$ cat src/rtl/zeroheti_obi_arbiter.sv
// zeroheti_obi_arbiter: shares one OBI subordinate port among NumMgr managers.
// Round-robin choice, held while the address phase waits for a grant; an ID
// FIFO of granted managers steers each in-order response back to its issuer.
//
// Handshake: an address phase transfers on a cycle with req=1 and gnt=1; the
// manager keeps req and its address-phase signals stable until that cycle.
// Responses come back in order, one per cycle with rvalid=1 and no back-pressure.
module zeroheti_obi_arbiter #(
  parameter int unsigned NumMgr    = 2,
  parameter int unsigned MaxOutst  = 2,
  parameter int unsigned AddrWidth = 32,
  parameter int unsigned DataWidth = 32
) (
  input  logic                            clk_i,
  input  logic                            rst_i,
  input  logic [NumMgr-1:0]               mgr_req_i,
  output logic [NumMgr-1:0]               mgr_gnt_o,
  input  logic [NumMgr*AddrWidth-1:0]     mgr_addr_i,
  input  logic [NumMgr-1:0]               mgr_we_i,
  input  logic [NumMgr*(DataWidth/8)-1:0] mgr_be_i,
  input  logic [NumMgr*DataWidth-1:0]     mgr_wdata_i,
  output logic [NumMgr-1:0]               mgr_rvalid_o,
  output logic [DataWidth-1:0]            mgr_rdata_o,
  output logic [NumMgr-1:0]               mgr_err_o,
  output logic                            sbr_req_o,
  input  logic                            sbr_gnt_i,
  output logic [AddrWidth-1:0]            sbr_addr_o,
  output logic                            sbr_we_o,
  output logic [DataWidth/8-1:0]          sbr_be_o,
  output logic [DataWidth-1:0]            sbr_wdata_o,
  input  logic                            sbr_rvalid_i,
  input  logic [DataWidth-1:0]            sbr_rdata_i,
  input  logic                            sbr_err_i
);

  localparam int unsigned BeWidth = DataWidth / 8;
  localparam int unsigned SelW    = (NumMgr > 1) ? $clog2(NumMgr) : 1;
  localparam int unsigned CntW    = $clog2(MaxOutst + 1);
  localparam int unsigned PtrW    = (MaxOutst > 1) ? $clog2(MaxOutst) : 1;

  // IDLE: selection follows the round-robin winner; HOLD: selection frozen in sel_q
  typedef enum logic {ST_IDLE, ST_HOLD} state_e;

  state_e          state_q, state_d;
  logic [SelW-1:0] sel_q, sel_d;
  logic [SelW-1:0] rr_ptr_q, rr_ptr_d;
  logic [CntW-1:0] cnt_q, cnt_d;
  logic [PtrW-1:0] wr_ptr_q, wr_ptr_d;
  logic [PtrW-1:0] rd_ptr_q, rd_ptr_d;
  logic [SelW-1:0] fifo_q [MaxOutst];

  logic [SelW-1:0] winner;
  logic [SelW-1:0] scan_idx;
  logic [SelW-1:0] sel;
  logic [SelW-1:0] head;
  logic            full;
  logic            empty;
  logic            push;
  logic            pop;

  function automatic logic [PtrW-1:0] ptr_inc(input logic [PtrW-1:0] p);
    return (p == PtrW'(MaxOutst - 1)) ? '0 : p + 1'b1;
  endfunction

  // Round-robin winner: first requester starting at rr_ptr; lowest offset wins
  always_comb begin
    winner   = rr_ptr_q;
    scan_idx = '0;
    for (int i = int'(NumMgr) - 1; i >= 0; i--) begin
      scan_idx = SelW'((int'(rr_ptr_q) + i) % int'(NumMgr));
      if (mgr_req_i[scan_idx]) winner = scan_idx;
    end
  end

  // Address-phase path: selection, downstream request, mux and grant fan-out
  always_comb begin
    sel         = (state_q == ST_HOLD) ? sel_q : winner;
    full        = (cnt_q == CntW'(MaxOutst));
    empty       = (cnt_q == '0);
    // Full blocks the request regardless of a same-cycle rvalid, so gnt never
    // depends combinationally on rvalid.
    sbr_req_o   = mgr_req_i[sel] & ~full & ~rst_i;
    push        = sbr_req_o & sbr_gnt_i;
    sbr_addr_o  = mgr_addr_i[int'(sel) * int'(AddrWidth) +: AddrWidth];
    sbr_we_o    = mgr_we_i[sel];
    sbr_be_o    = mgr_be_i[int'(sel) * int'(BeWidth) +: BeWidth];
    sbr_wdata_o = mgr_wdata_i[int'(sel) * int'(DataWidth) +: DataWidth];
    mgr_gnt_o   = '0;
    if (push) mgr_gnt_o[sel] = 1'b1;
  end

  // Response path: route to the FIFO head; a response with nothing outstanding is dropped
  always_comb begin
    head         = fifo_q[rd_ptr_q];
    pop          = sbr_rvalid_i & ~empty & ~rst_i;
    mgr_rdata_o  = sbr_rdata_i;
    mgr_rvalid_o = '0;
    mgr_err_o    = '0;
    if (pop) begin
      mgr_rvalid_o[head] = 1'b1;
      mgr_err_o[head]    = sbr_err_i;
    end
  end

  // Next-state: lock on an ungranted request, release and advance rr_ptr on grant
  always_comb begin
    state_d  = state_q;
    sel_d    = sel_q;
    rr_ptr_d = rr_ptr_q;
    wr_ptr_d = push ? ptr_inc(wr_ptr_q) : wr_ptr_q;
    rd_ptr_d = pop ? ptr_inc(rd_ptr_q) : rd_ptr_q;
    cnt_d    = cnt_q + CntW'(push) - CntW'(pop);
    if (push) begin
      state_d  = ST_IDLE;
      rr_ptr_d = (sel == SelW'(NumMgr - 1)) ? '0 : sel + 1'b1;
    end else if (sbr_req_o && (state_q == ST_IDLE)) begin
      state_d = ST_HOLD;
      sel_d   = winner;
    end
  end

  // Control state registers with synchronous reset
  always_ff @(posedge clk_i) begin
    if (rst_i) begin
      state_q  <= ST_IDLE;
      sel_q    <= '0;
      rr_ptr_q <= '0;
      cnt_q    <= '0;
      wr_ptr_q <= '0;
      rd_ptr_q <= '0;
    end else begin
      state_q  <= state_d;
      sel_q    <= sel_d;
      rr_ptr_q <= rr_ptr_d;
      cnt_q    <= cnt_d;
      wr_ptr_q <= wr_ptr_d;
      rd_ptr_q <= rd_ptr_d;
    end
  end

  // ID FIFO storage; contents are meaningless once the pointers are reset
  always_ff @(posedge clk_i) begin
    if (push) fifo_q[wr_ptr_q] <= sel;
  end

  a_gnt_onehot0: assert property (@(posedge clk_i) disable iff (rst_i) $onehot0(mgr_gnt_o));
  a_cnt_bound:   assert property (@(posedge clk_i) disable iff (rst_i) cnt_q <= CntW'(MaxOutst));
  a_hold_addr:   assert property (@(posedge clk_i) disable iff (rst_i)
                                  (state_q == ST_HOLD) |-> $stable(sbr_addr_o));
  a_stray_rsp:   assert property (@(posedge clk_i) disable iff (rst_i) !(sbr_rvalid_i && empty))
    else $warning("response arrived with no outstanding transaction; dropped");

endmodule

$ cat config.mk
export PLATFORM = sky130hd
export DESIGN_NAME = zeroheti_obi_arbiter
export DESIGN_NICKNAME = d
export VERILOG_FILES = /design/src/rtl/zeroheti_obi_arbiter.sv
export SDC_FILE = /design/constraint.sdc
export NUM_CORES = 1
export LEC_CHECK = 0
export BUFFER_PORTS_ARGS = -buffer_cell sky130_fd_sc_hd__buf_4
export CORE_AREA = 5 5 109 111
export CTS_CLUSTER_SIZE = 40
export DETAILED_ROUTE_END_ITERATION = 8
export DIE_AREA = 0 0 114 116
export PLACE_DENSITY = 0.49
export SKIP_LAST_GASP = 1
export SLEW_MARGIN = 20
export SYNTH_ARGS = -nofsm -noshare
export SYNTH_HDL_FRONTEND = slang
export SYNTH_SLANG_ARGS = --single-unit
$ cat constraint.sdc
create_clock -name clk_i -period 2.8 [get_ports clk_i]
set_input_delay 0.28 -clock clk_i [delete_from_list [all_inputs] [get_ports clk_i]]
set_output_delay 0.28 -clock clk_i [all_outputs]
set_load 0.02 [all_outputs]
# Word level (Yosys, flattened, before mapping)
# Memories as Yosys holds them, arrays and structs flattened. A register that Yosys moved wholly into a read port is not among the register bits.
# Cells that the tools add are included.
[word_totals] word_cells=65 ramBits=2 input_bits=177 reg_bits=7 out_inout_bits=108 mem_count=1
[mem_list] memory="fifo_q" words=2 word_bits=1 read_ports=1 rd_clocked_by_memory_dff=1 wr=1 line="50" rtl="logic [SelW-1:0] fifo_q [MaxOutst];"
[classes] order_cmp=6 shift=3 n_reduce_logical=6 muxes=25 bitwise=11 n_addsub=6 eq_ne=1
[op_table] cell="$shiftx A64 B7 Y32" n=2
[op_table] cell="$mux W1" n=20
[op_table] cell="$lt A1 B2 Y1 const B" n=4
[op_table] cell="$shiftx A8 B4 Y4" n=1
[op_table] cell="$mux W2" n=3
[op_table] cell="$and A1 B1 Y1" n=5
[op_table] cell="$not A1 Y1" n=5
[op_table] cell="$add A1 B1 Y1 const B" n=4
[op_table] cell="$logic_and A1 B1 Y1" n=3
[op_table] cell="$add A2 B1 Y2" n=1
[op_table] cell="$and A2 B2 Y2" n=1
[op_table] cell="$demux W1 S1" n=2
[op_table] cell="$eq A2 B2 Y1 const B" n=1
[op_table] cell="$ge A1 B1 Y1 const B" n=2
[op_table] cell="$logic_not A2 Y1" n=1
[op_table] cell="$reduce_and A2 Y1" n=1
[op_table] cell="$reduce_or A2 Y1" n=1
[op_table] cell="$sub A2 B1 Y2" n=1

# Logic depth before layout (Yosys ltp)
# Gate-level depths: netlist of run 1.
[logic_depth] ltp_word=13 mapped_depth=8 mapped_depth_nobuf=8

# Worst setup path after synthesis of run 1
# OpenSTA, ideal clock, no wires.
[synth_path] path_type="register to register" start="register sel_q" end="register cnt_q[0]" period_less_slack_ps=2005 stages_incl_launch_ff=8 arrival_ps=1874 path_slack_ps=795 path_buffers=0 required_time_ps=2669 setup_time_ps=131 cell_sequence="dfxtp_1 -> mux2i_1 -> a2111oi_4 -> nand2_4 -> ha_1 -> inv_1 -> ha_1 -> nor2b_1"
[synth_between] elab_chain_cells=8
[synth_rtl] item="from (decl)" line="45" rtl="logic [SelW-1:0] sel_q, sel_d;"
[synth_rtl] item="from (signal assigned)" line="133" rtl="sel_q <= sel_d;"
[synth_rtl] item="$mux W1" line="77" rtl="sel = (state_q == ST_HOLD) ? sel_q : winner;"
[synth_rtl] item="$mux W1 (implied by the code) (2 in series)" line="82" rtl="sbr_req_o = mgr_req_i[sel] & ~full & ~rst_i;"
[synth_rtl] item="$and A1 B1 Y1 (2 in series)" line="82"
[synth_rtl] item="named net sbr_req_o" line="25" rtl="output logic sbr_req_o,"
[synth_rtl] item="$and A1 B1 Y1" line="83" rtl="push = sbr_req_o & sbr_gnt_i;"
[synth_rtl] item="$add A2 B1 Y2" line="112" rtl="cnt_d = cnt_q + CntW'(push) - CntW'(pop);"
[synth_rtl] item="$sub A2 B1 Y2" line="112"
[synth_rtl] item="named net cnt_d[0]" line="47" rtl="logic [CntW-1:0] cnt_q, cnt_d;"
[synth_rtl] item="to (signal assigned)" line="135" rtl="cnt_q <= cnt_d;"
[synth_rtl] item="to (decl)" line="47"
# The timed path passes the listed nets, and every way through them passes these cells. The select of a mux whose other input is x is not followed.
# A chain may end at the register's enable or synchronous reset.

# Worst setup path after layout of run 1
[layout_path] start="register rr_ptr_q" end="output sbr_addr_o[8]"
[layout_between] elab_chain_cells=7 elab_cells_between_ends=9 classes_between="1 x add/sub; 1 x shift; 7 x mux"
[layout_rtl] item="from (decl)" line="46" rtl="logic [SelW-1:0] rr_ptr_q, rr_ptr_d;"
[layout_rtl] item="from (signal assigned)" line="134" rtl="rr_ptr_q <= rr_ptr_d;"
[layout_rtl] item="$add A1 B1 Y1" line="70" rtl="scan_idx = SelW'((int'(rr_ptr_q) + i) % int'(NumMgr));"
[layout_rtl] item="$mux W1 (implied by the code) (2 in series)" line="71" rtl="if (mgr_req_i[scan_idx]) winner = scan_idx;"
[layout_rtl] item="$mux W1" line="71"
[layout_rtl] item="$mux W1 *" line="71"
[layout_rtl] item="$mux W1 *" line="77"
[layout_rtl] item="$shiftx A64 B7 Y32 *" line="84" rtl="sbr_addr_o = mgr_addr_i[int'(sel) * int'(AddrWidth) +: AddrWidth];"
[layout_rtl] item="to (decl)" line="27" rtl="output logic [AddrWidth-1:0] sbr_addr_o,"
# Every way passes the cells marked *; elsewhere a longest branch is shown, timed or not. The select of a mux whose other input is x is not followed.

==> run summary, run 1 <==
• 0.000422 W — switching power of the nets
• 2.87% — GR Layer Usage met3
• 350 mW/mm^2 — total power density per cell area
• 1.60 nW — leakage power
• 0 — number of remaining DRC errors
• 0 — # Max-Cap Violations
• finished clean — status
• 0 — Detail Route Antenna Nets
• 0 ps — total negative slack
• 30.0% — Core Util, Final
• 0 — global-route congestion overflow total
• sky130_fd_sc_hd__buf_4 — most common library cell in the layout ignoring fill and taps
• 50 — largest driver fanout on the critical path
• 12.5% — clock share of power
• 14.8 um — routed length per instance
• 220 sq um — combined flip-flop and latch cell area
• 2520 ps — Worst Path Required
• buffers and inverters — family with the most delay on the worst path
• flop — Setup crit start kind
• 17.7% — grt met2 use
• 0.000163 V — worst voltage drop across the vdd grid
• 557 ps — slew at the pin with the worst max-slew slack
• primary output — critical path endpoint category
• 2140 ps — final critical delay including setup and external delays
• 16.4% — Seq pwr share
• 3 — CTS buffer count
• 71.1% — combinational fraction of design power
• 10 — CTS Sinks
• sky130_fd_sc_hd__mux2_2 — crit path max-delay cell type
• 528 — net total in the final layout
• a21bo_2, o21ai_2, o21ai_4, buf_12, mux2_2, buf_4 — cells along the critical path
• 900 ps — Reg2Reg Setup Slack
• 1893 — routed via count
• 1133 — filler cell count in the final layout
• 10.1 sq um — post-synthesis average cell area
• 62.5% — tightest slew margin relative to the limit
• 468 MHz — maximum clock frequency
• 0.780 — Routability Congestion
• 96.4% — layout-stage area growth over the synthesis result
• 2 — buffers from clock root to sink, at most
• met2 — peak-usage layer in the global routing report
• 341 — syn nets
• 0 — Setup Fix Bufs, Post-CTS
• 38 — std cell rows
• 285 — I/O Pins
• 10 — synthesized flop and latch total
• 0.919 ps — clock tree skew after final layout
• 162 — cell count after synthesis
• 9.26% — Global Route met1 Usage
• 0.00316 sq mm — post-place instance area
• flop to primary output — Setup CP Type
• 1860 ps — CP arrival
• 76.3% — share of the clock period used by the worst path after layout
• sky130_fd_sc_hd__mux2_2 — dominant cell type by area after synthesis
• 24 — Distinct cells, synth
• sky130_fd_sc_hd__buf_4, sky130_fd_sc_hd__mux2_2, sky130_fd_sc_hd__nor2_1 — commonest cells after routing, fill and taps aside
• 0 — post-cts resize count
• 15.3% — Starting Density
• 0.00320 sq mm — finished layout cell area
• 3.89 — Via-to-Cell Ratio
• 0.00163 sq mm — post-synth design cell area
• 13.5% — sequential area share after synthesis
• 0 — YS warnings
• 1943 — number of global-route vias before repair
• 1 — number of H-tree branching levels
• sky130_fd_sc_hd__mux2_2, sky130_fd_sc_hd__buf_4, sky130_fd_sc_hd__dfxtp_1, sky130_fd_sc_hd__buf_6, sky130_fd_sc_hd__edfxtp_1 — leading cell types by total area after synthesis
• 114 um — DIE WIDTH
• 86.5% — fraction of layout instances using a drive strength above 1
• 0 — fin. max-slew vios
• 7220 um — final routed wirelength across all metal layers
• primary input to flop — worst hold path class
• no — setup repair after global routing missed its margin
• 0.0107 sq mm — total core area
• 44 — number of design-rule violations left by the first detailed-router iteration
• 0 — final count of negative-setup-slack endpoints
• 4 — drt first pass iters
• done — CTS tree
• 37.7% — switching share of total power
• 0.0132 sq mm — DIE AREA
• 0 — initial antenna violation count
• 230 ps — clk_lat worst skew
• 0 — count of final hold-check violations
• 6400 um — HPWL after detailed placement
• 2 — buffers plus inverters on the worst setup path
• 48.3% — area share of the leading cell type in the synthesized netlist
• 0.00108 sq mm — multi-input logic area
• 220 — Port Buffer Count
• sky130_fd_sc_hd__clkbuf_8 — cell at the root of the clock tree
• 390 ps — worst stage delay on the critical path
• 116 um — vertical extent of the die
• 9.08% — overall fraction of global-route tracks in use
• 0 — number of hold buffers added after cts
• 0.000699 W — cell-internal power
• 51 — maximum number of pins on one net before global-route repair
• 0 — number of inserted diodes
• 40 ps — clock-pin slew reported for the worst setup and hold paths after clock tree synthesis
• 9750 um — first-pass GRT wire length
[registers in the layout, summed over array words and instances (netlist names), named ones only]
name / cells
cnt_q: 2
fifo_q: 2
rd_ptr_q: 1
rr_ptr_q: 1
sel_q: 1
state_q: 1
wr_ptr_q: 1
[worst register-to-register path, cell delays in order (launching register included)]
cell and delay [ps]:
sky130_fd_sc_hd__dfxtp_1 360, sky130_fd_sc_hd__mux2i_1 120, sky130_fd_sc_hd__a2111oi_4 460, sky130_fd_sc_hd__nand2_4 140
sky130_fd_sc_hd__ha_1 300, sky130_fd_sc_hd__inv_1 40, sky130_fd_sc_hd__ha_1 250, sky130_fd_sc_hd__nor2b_1 120
[worst paths after layout]
path / start / end / depth (start not counted)
setup reg to reg: sel_q / cnt_q[0] / 7
setup / recovery: rr_ptr_q / sbr_addr_o[8] / 6
hold reg to reg: wr_ptr_q / wr_ptr_q / 1
hold / removal: rst_i / cnt_q[1] / 2
[stage by stage]
step                std cells  total power, W  hold WS (ps)  setup WS, ps
detailed placement        484        0.000994           487           837
floorplan                 162        0.000693           446           795
global placement          484        0.000990           476           851
CTS                       487         0.00114           312           647
global route              487         0.00119           331           575
finish                    487         0.00112           317           665
[area by class of cell]
type / instances / share of cell area [%]
Tap cell: 140 / 5.47
Timing Repair Buffer: 222 / 52.4
Sequential cell: 10 / 6.87
Inverter: 2 / 0.234
Clock buffer: 3 / 1.29
Multi-Input combinational cell: 110 / 33.7
[logic make-up (layout without fill, tap and decap cells)]
| kind of cell | count (synthesis) | after routing | share of synthesized area [%] |
|---|---|---|---|
| multiplexers | 74 | 74 | 50.8 |
| buffers and inverters | 42 | 227 | 20.2 |
| flip-flops | 10 | 10 | 13.5 |
| XOR/XNOR | 3 | 3 | 1.61 |
| AND/OR/NAND/NOR | 24 | 24 | 6.98 |
| adder cells (fa/ha/maj) | 2 | 2 | 1.53 |
| AO/OA/AOI/OAI | 7 | 7 | 5.37 |
[routing by layer]
| metal | wire length [um] | share of wire [%] |
|---|---|---|
| met5 | 0 | 0 |
| met3 | 942 | 13 |
| met2 | 3920 | 54 |
| met1 | 2300 | 32 |
| met4 | 53 | 0.73 |
[synth_stat cells]
library cell	number
sky130_fd_sc_hd__o211a_1	2
sky130_fd_sc_hd__dfxtp_1	8
sky130_fd_sc_hd__nor3_1	3
sky130_fd_sc_hd__mux2_2	70
sky130_fd_sc_hd__buf_6	7
sky130_fd_sc_hd__o21ai_0	1
sky130_fd_sc_hd__xnor2_1	1
sky130_fd_sc_hd__a21bo_2	1
sky130_fd_sc_hd__and3_1	1
sky130_fd_sc_hd__buf_4	32
sky130_fd_sc_hd__o21ai_4	1
sky130_fd_sc_hd__nand2_1	5
sky130_fd_sc_hd__nor2_1	10
sky130_fd_sc_hd__inv_1	2
sky130_fd_sc_hd__xor2_1	2
sky130_fd_sc_hd__o21ai_2	1
sky130_fd_sc_hd__ha_1	2
sky130_fd_sc_hd__edfxtp_1	2
sky130_fd_sc_hd__nor2b_1	3
sky130_fd_sc_hd__a2111oi_4	1
sky130_fd_sc_hd__or3_1	1
sky130_fd_sc_hd__nand2_4	1
sky130_fd_sc_hd__clkbuf_1	1
sky130_fd_sc_hd__mux2i_1	4
[power by group through the flow]
stage / sequential, W / clock, W / combinational, W
floorplan: 0.000182 / 0 / 0.000511
global placement: 0.000186 / 0 / 0.000805
detailed placement: 0.000185 / 0 / 0.000809
CTS: 0.000183 / 0.000146 / 0.000812
global route: 0.000185 / 0.000154 / 0.000850
finish: 0.000183 / 0.000140 / 0.000797
(Power assumes the default switching activity.)
==> inputs of run 2 (changes only) <==
PLACE_DENSITY = 0.5   (was 0.49)
clock period = 1.96 ns   (was 2.8 ns; I/O delays follow)
==> run 2 against run 1 <==
The flow now finishes with violations (negative setup slack). Non-clock buffer count grew 9. Cell count grew 2.1%. Sequential share of layout area shrank 0.21 points. Critical endpoint is now sbr_addr_o[19]. Largest cell class unchanged.
==> run summary, run 2 (synthesis results as in run 1) <==
• 9 — largest driver fanout on the critical path, -82%
• 0.0107 sq mm — total core area, unchanged
• 12.3% — clock share of power, -0.2 points
• 0.00338 sq mm — finished layout cell area, +5.5%
• 0.868 — Routability Congestion, +11%
• 0 — # Max-Cap Violations, unchanged
• 0.00108 W — cell-internal power, +55%
• a21bo_2, o21ai_2, o21ai_4, buf_6, clkbuf_16, mux2_2, buf_4 — cells along the critical path
• 0 — number of inserted diodes, unchanged
• 40 ps — clock-pin slew reported for the worst setup and hold paths after clock tree synthesis, about the same
• 88.5% — fraction of layout instances using a drive strength above 1, +2.1 points
• 0 — Detail Route Antenna Nets, unchanged
• primary input to flop — worst hold path class
• 2096 — number of global-route vias before repair, +7.9%
• cnt_q x2, fifo_q x2 — registers with the most flip-flops
• 0 — number of remaining DRC errors, unchanged
• 4 — drt first pass iters, unchanged
• -25.2 ps — minimum setup slack in the final design, -690 ps
• 16.0 um — routed length per instance, +8.0%
• 15.5% — Seq pwr share, -0.9 points
• 0.00321 sq mm — post-place instance area, +1.6%
• negative setup slack — violations in the final reports
• primary output — critical path endpoint category
• 114 um — DIE WIDTH, unchanged
• 116 um — vertical extent of the die, unchanged
• yes — setup repair after global routing missed its margin
• 230 ps — clk_lat worst skew, about the same
• 101% — share of the clock period used by the worst path after layout
• 285 — I/O Pins, unchanged
• 0 — global-route congestion overflow total, unchanged
• 15.3% — Starting Density, unchanged
• 1.67 nW — leakage power, +4.7%
• flop to primary output — Setup CP Type
• flop — Setup crit start kind
• 0.000237 V — worst voltage drop across the vdd grid, +45%
• 10600 um — first-pass GRT wire length, +9.0%
• 7950 um — final routed wirelength across all metal layers, +10%
• done — CTS tree
• 340 ps — worst stage delay on the critical path, -50 ps
• complete, but fails checks — status
• 0 — number of hold buffers added after cts, unchanged
• 220 — Port Buffer Count, unchanged
• 0 — fin. max-slew vios, unchanged
• sky130_fd_sc_hd__buf_4, sky130_fd_sc_hd__mux2_2, sky130_fd_sc_hd__nor2_1 — commonest cells after routing, fill and taps aside
• 231 ps — Worst Hold Slack, -85.7 ps
• 384 ps — slew at the pin with the worst max-slew slack, -173 ps
• 3 — CTS buffer count, unchanged
• 4.07 — Via-to-Cell Ratio, +4.6%
• 10 — CTS Sinks, unchanged
• 0.000642 W — switching power of the nets, +52%
• sky130_fd_sc_hd__buf_4 — most common library cell in the layout ignoring fill and taps
• 225 sq um — combined flip-flop and latch cell area, +2.3%
• 537 — net total in the final layout, +1.7%
• 2021 — routed via count, +6.8%
• 9.94% — overall fraction of global-route tracks in use, +0.86 points
• 37 — maximum number of pins on one net before global-route repair, -27%
• 509 mW/mm^2 — total power density per cell area, +46%
• 2 — buffers from clock root to sink, at most, unchanged
• 1790 ps — CP arrival, -70 ps
• sky130_fd_sc_hd__clkbuf_8 — cell at the root of the clock tree
• 1 — number of H-tree branching levels, unchanged
• 107% — layout-stage area growth over the synthesis result
• 38 — std cell rows, unchanged
• 1106 — filler cell count in the final layout, -2.4%
• 1990 ps — final critical delay including setup and external delays
• 0 — count of final hold-check violations, unchanged
• sky130_fd_sc_hd__dfxtp_2 — crit path max-delay cell type
• 1760 ps — Worst Path Required, -760 ps
• 504 MHz — maximum clock frequency
• 0.0132 sq mm — DIE AREA, unchanged
• 7 — depth of the worst register-to-register path, unchanged
• 74.4% — tightest slew margin relative to the limit, +12 points
• 0.00110 sq mm — multi-input logic area, +2.1%
• 79 — number of design-rule violations left by the first detailed-router iteration, +80%
• 0 — initial antenna violation count, unchanged
• 28 — final count of negative-setup-slack endpoints, +28
• 2 — hold path depth, unchanged
• 2.52 ps — clock tree skew after final layout, +1.60 ps
• 6560 um — HPWL after detailed placement, +2.4%
• 37.3% — switching share of total power, -0.41 points
• 72.2% — combinational fraction of design power, +1.1 points
[run 2: cell count changes in the layout (fill, tap and decap cells not counted), sizes merged]
cell / before / now
buf: 222 / 229
clkbuf: 3 / 6
[run 2: power groups by stage]
stage	clock [W]	combinational, W	sequential (W)
after global routing	0.000234	0.00132	0.000270
final	0.000212	0.00124	0.000266
after CTS	0.000222	0.00122	0.000266
after detailed placement	0	0.00118	0.000269
after global placement	0	0.00117	0.000267
after floorplan	0	0.000735	0.000262
[run 2: per-stage QoR]
stage	instances	TNS (ps)	utilization, %	power (W)	setup slack [ps]
finish	497	-347	31.6	0.00172	-25.2
global route	497	-6120	31.6	0.00183	-108
CTS	494	-518	31.0	0.00171	-36.1
detailed placement	486	0	30.0	0.00145	168
global placement	486	0	30.0	0.00144	213
floorplan	162	0	-	0.000998	1.71
[run 2: path summary, 6_finish.rpt]
path,end,startpoint,slack [ps]
min,cnt_q[1],rst_i,230
max reg2reg,cnt_q[0],sel_q,160
max,sbr_addr_o[19],rr_ptr_q,-30
min reg2reg,rr_ptr_q,rr_ptr_q,480
[run 2: critical path: cells and delay by family (launching register included)]
| family | cells | cell delay [ps] |
|---|---|---|
| buffers and inverters | 3 | 480 |
| AO/OA/AOI/OAI | 3 | 410 |
| flip-flops | 1 | 340 |
| multiplexers | 1 | 330 |
[run 2: layout make-up]
type / count / share of cell area, %
repair buffers: 231 / 54.0
multi-input cells: 110 / 32.6
flip-flops and latches: 10 / 6.66
well taps: 140 / 5.18
clock buffers: 4 / 1.33
inverters: 2 / 0.222
[run 2: metal layers]
metal	part of all wire, %	vias up	track usage [%]
li1	-	934	-
met1	35	903	11.5
met2	51	168	18.3
met3	12	16	2.66
met4	1.6	0	2.06
met5	0	-	0
[run 2: timing repair]
action | CTS | global route
gates resized for setup | 4 | 3
gates cloned | 1 | 2
endpoints found under the setup margin | 69 | 72
buffers inserted | 3 | 1
pin swaps | 0 | 3
==> inputs of run 3 (changes only) <==
RECOVER_POWER = 100   (was default)
SKIP_LAST_GASP = default   (was 1)
==> run 3 against run 2 <==
The run still ends with negative setup slack left. Sequential power hardly changed. Clock skew hardly changed. Setup slack better by 10 ps. First-iteration DRC count is 22% lower. Maximum frequency is 0.51% higher. Cell area is 7.0% higher. Die area stayed put. Critical endpoint is now sbr_wdata_o[28]. Largest cell class unchanged.
==> run summary, run 3 (synthesis results as in run 1) <==
• 1780 ps — CP arrival, about the same
• 40 ps — clock-pin slew reported for the worst setup and hold paths after clock tree synthesis, about the same
• 0 — fin. max-slew vios, unchanged
• 285 — I/O Pins, unchanged
• 1760 ps — Worst Path Required, about the same
• -15.1 ps — minimum setup slack in the final design, +10.1 ps
• 513 mW/mm^2 — total power density per cell area, +0.72%
• 88.0% — fraction of layout instances using a drive strength above 1, -0.49 points
• 0 — Detail Route Antenna Nets, unchanged
• done — CTS tree
• 506 MHz — maximum clock frequency, +0.51%
• 10 — largest driver fanout on the critical path, +1
• 62 — number of design-rule violations left by the first detailed-router iteration, -22%
• 0.0132 sq mm — DIE AREA, unchanged
• 0.0107 sq mm — total core area, unchanged
• 0 — number of remaining DRC errors, unchanged
• 0 — global-route congestion overflow total, unchanged
• 2.33 ps — clock tree skew after final layout, -0.196 ps
• 7 — depth of the worst register-to-register path, unchanged
• 10 — CTS Sinks, unchanged
• 230 ps — clk_lat worst skew, about the same
• 74.3% — tightest slew margin relative to the limit, -0.13 points
• 1.82 nW — leakage power, +8.5%
• 1 — number of H-tree branching levels, unchanged
• 2127 — number of global-route vias before repair, +1.5%
• sky130_fd_sc_hd__buf_4, sky130_fd_sc_hd__mux2_2, sky130_fd_sc_hd__buf_6 — commonest cells after routing, fill and taps aside
• 3 — CTS buffer count, unchanged
• 8410 um — final routed wirelength across all metal layers, +5.7%
• 116 um — vertical extent of the die, unchanged
• 499 — final cell count without fillers, +0.40%
• 2 — buffers from clock root to sink, at most, unchanged
• negative setup slack — violations in the final reports
• 0.868 — Routability Congestion, unchanged
• 539 — net total in the final layout, +0.37%
• 0.00186 W — overall power after layout, +7.7%
• complete, but fails checks — status
• 0 — initial antenna violation count, unchanged
• 38 — std cell rows, unchanged
• 385 ps — slew at the pin with the worst max-slew slack, +1.88 ps
• 10700 um — first-pass GRT wire length, +1.0%
• 220 — Port Buffer Count, unchanged
• flop to primary output — Setup CP Type
• primary output — critical path endpoint category
• 229 ps — Worst Hold Slack, -1.77 ps
• 37 — maximum number of pins on one net before global-route repair, unchanged
• 15.3% — Starting Density, unchanged
• primary input to flop — worst hold path class
• 0 — count of final hold-check violations, unchanged
• 2 — final count of negative-setup-slack endpoints, -93%
• 0.00362 sq mm — finished layout cell area, +7.0%
• 2055 — routed via count, +1.7%
• 10.0% — overall fraction of global-route tracks in use, +0.11 points
• 0 — # Max-Cap Violations, unchanged
• 0.000236 V — worst voltage drop across the vdd grid, -0.25%
• 486 — cell total after placement, unchanged
• 122% — layout-stage area growth over the synthesis result
• 0.00321 sq mm — post-place instance area, unchanged
• 0 — number of inserted diodes, unchanged
• 4.12 — Via-to-Cell Ratio, +1.3%
• 2 — hold path depth, unchanged
• 6560 um — HPWL after detailed placement, unchanged
• 1980 ps — final critical delay including setup and external delays, -10.1 ps
• flop — Setup crit start kind
• cnt_q x2, fifo_q x2 — registers with the most flip-flops
• 4 — drt first pass iters, unchanged
• 0 — number of hold buffers added after cts, unchanged
• sky130_fd_sc_hd__clkbuf_8 — cell at the root of the clock tree
• 16.9 um — routed length per instance, +5.3%
• 101% — share of the clock period used by the worst path after layout, -0.52 points
• yes — setup repair after global routing missed its margin
• 114 um — DIE WIDTH, unchanged
• sky130_fd_sc_hd__buf_4 — most common library cell in the layout ignoring fill and taps
-- run 3: cell count changes in the layout (fill, tap and decap cells not counted) --
cell | previous run | this run
sky130_fd_sc_hd__buf_6 | 3 | 36
sky130_fd_sc_hd__buf_4 | 223 | 191
sky130_fd_sc_hd__mux2_2 | 70 | 45
sky130_fd_sc_hd__mux2_4 | 0 | 25
sky130_fd_sc_hd__clkbuf_1 | 1 | 2
sky130_fd_sc_hd__dfxtp_1 | 4 | 5
sky130_fd_sc_hd__dfxtp_2 | 4 | 3
sky130_fd_sc_hd__o21ai_2 | 1 | 0
sky130_fd_sc_hd__o21ai_4 | 1 | 2
-- run 3: what timing repair did --
action / CTS / global route
pin swaps: 0 / 2
setup buffers: 3 / 2
gates cloned: 1 / 3
gates resized for setup: 10 / 55
endpoints found under the setup margin: 69 / 72
-- run 3: per-stage QoR --
stage               setup WS (ps)  utilization (%)  setup TNS (ps)
floorplan                    1.71                -               0
CTS                         -23.7             31.2            -450
global placement              213             30.0               0
detailed placement            168             30.0               0
finish                      -15.1             33.8           -25.5
global route                -75.7             33.8           -2810
-- run 3: per-layer routing --
metal / vias to the layer above / GRT usage [%] / wire length [um]
met1: 927 / 11.4 / 2840
met4: 0 / 2.06 / 108
li1: 935 / - / -
met2: 175 / 18.9 / 4460
met5: - / 0 / 0
met3: 18 / 2.61 / 1000
-- run 3: power by group --
part / total (W) / switching (W) / leakage (nW) / internal, W
logic: 0.00138 / 0.000586 / 1.71 / 0.000792
clock network: 0.000212 / 0.0000708 / 0.0228 / 0.000142
registers: 0.000266 / 0.0000256 / 0.0853 / 0.000240
-- run 3: cell type report --
cell class | count | area (sq um)
Timing Repair Buffer | 233 | 1960
Sequential cell | 10 | 224
Multi-Input combinational cell | 110 | 1200
Fill cell | 1098 | 7080
Inverter | 2 | 7.51
Clock buffer | 4 | 45.0
Tap cell | 140 | 175
-- run 3: worst paths after layout --
kind | startpoint | end | slack (ps)
min reg2reg | rr_ptr_q | rr_ptr_q | 480
min | rst_i | cnt_q[1] | 230
max | rr_ptr_q | sbr_wdata_o[28] | -20
max reg2reg | sel_q | cnt_q[0] | 130
-- run 3: worst max-delay path, cell delays in order, from the launching register on --
cell,delay [ps]
sky130_fd_sc_hd__dfxtp_2,330
sky130_fd_sc_hd__a21bo_2,150
sky130_fd_sc_hd__o21ai_4,60
sky130_fd_sc_hd__o21ai_4,190
sky130_fd_sc_hd__buf_6,150
sky130_fd_sc_hd__buf_12,140
sky130_fd_sc_hd__mux2_2,350
sky130_fd_sc_hd__buf_4,160
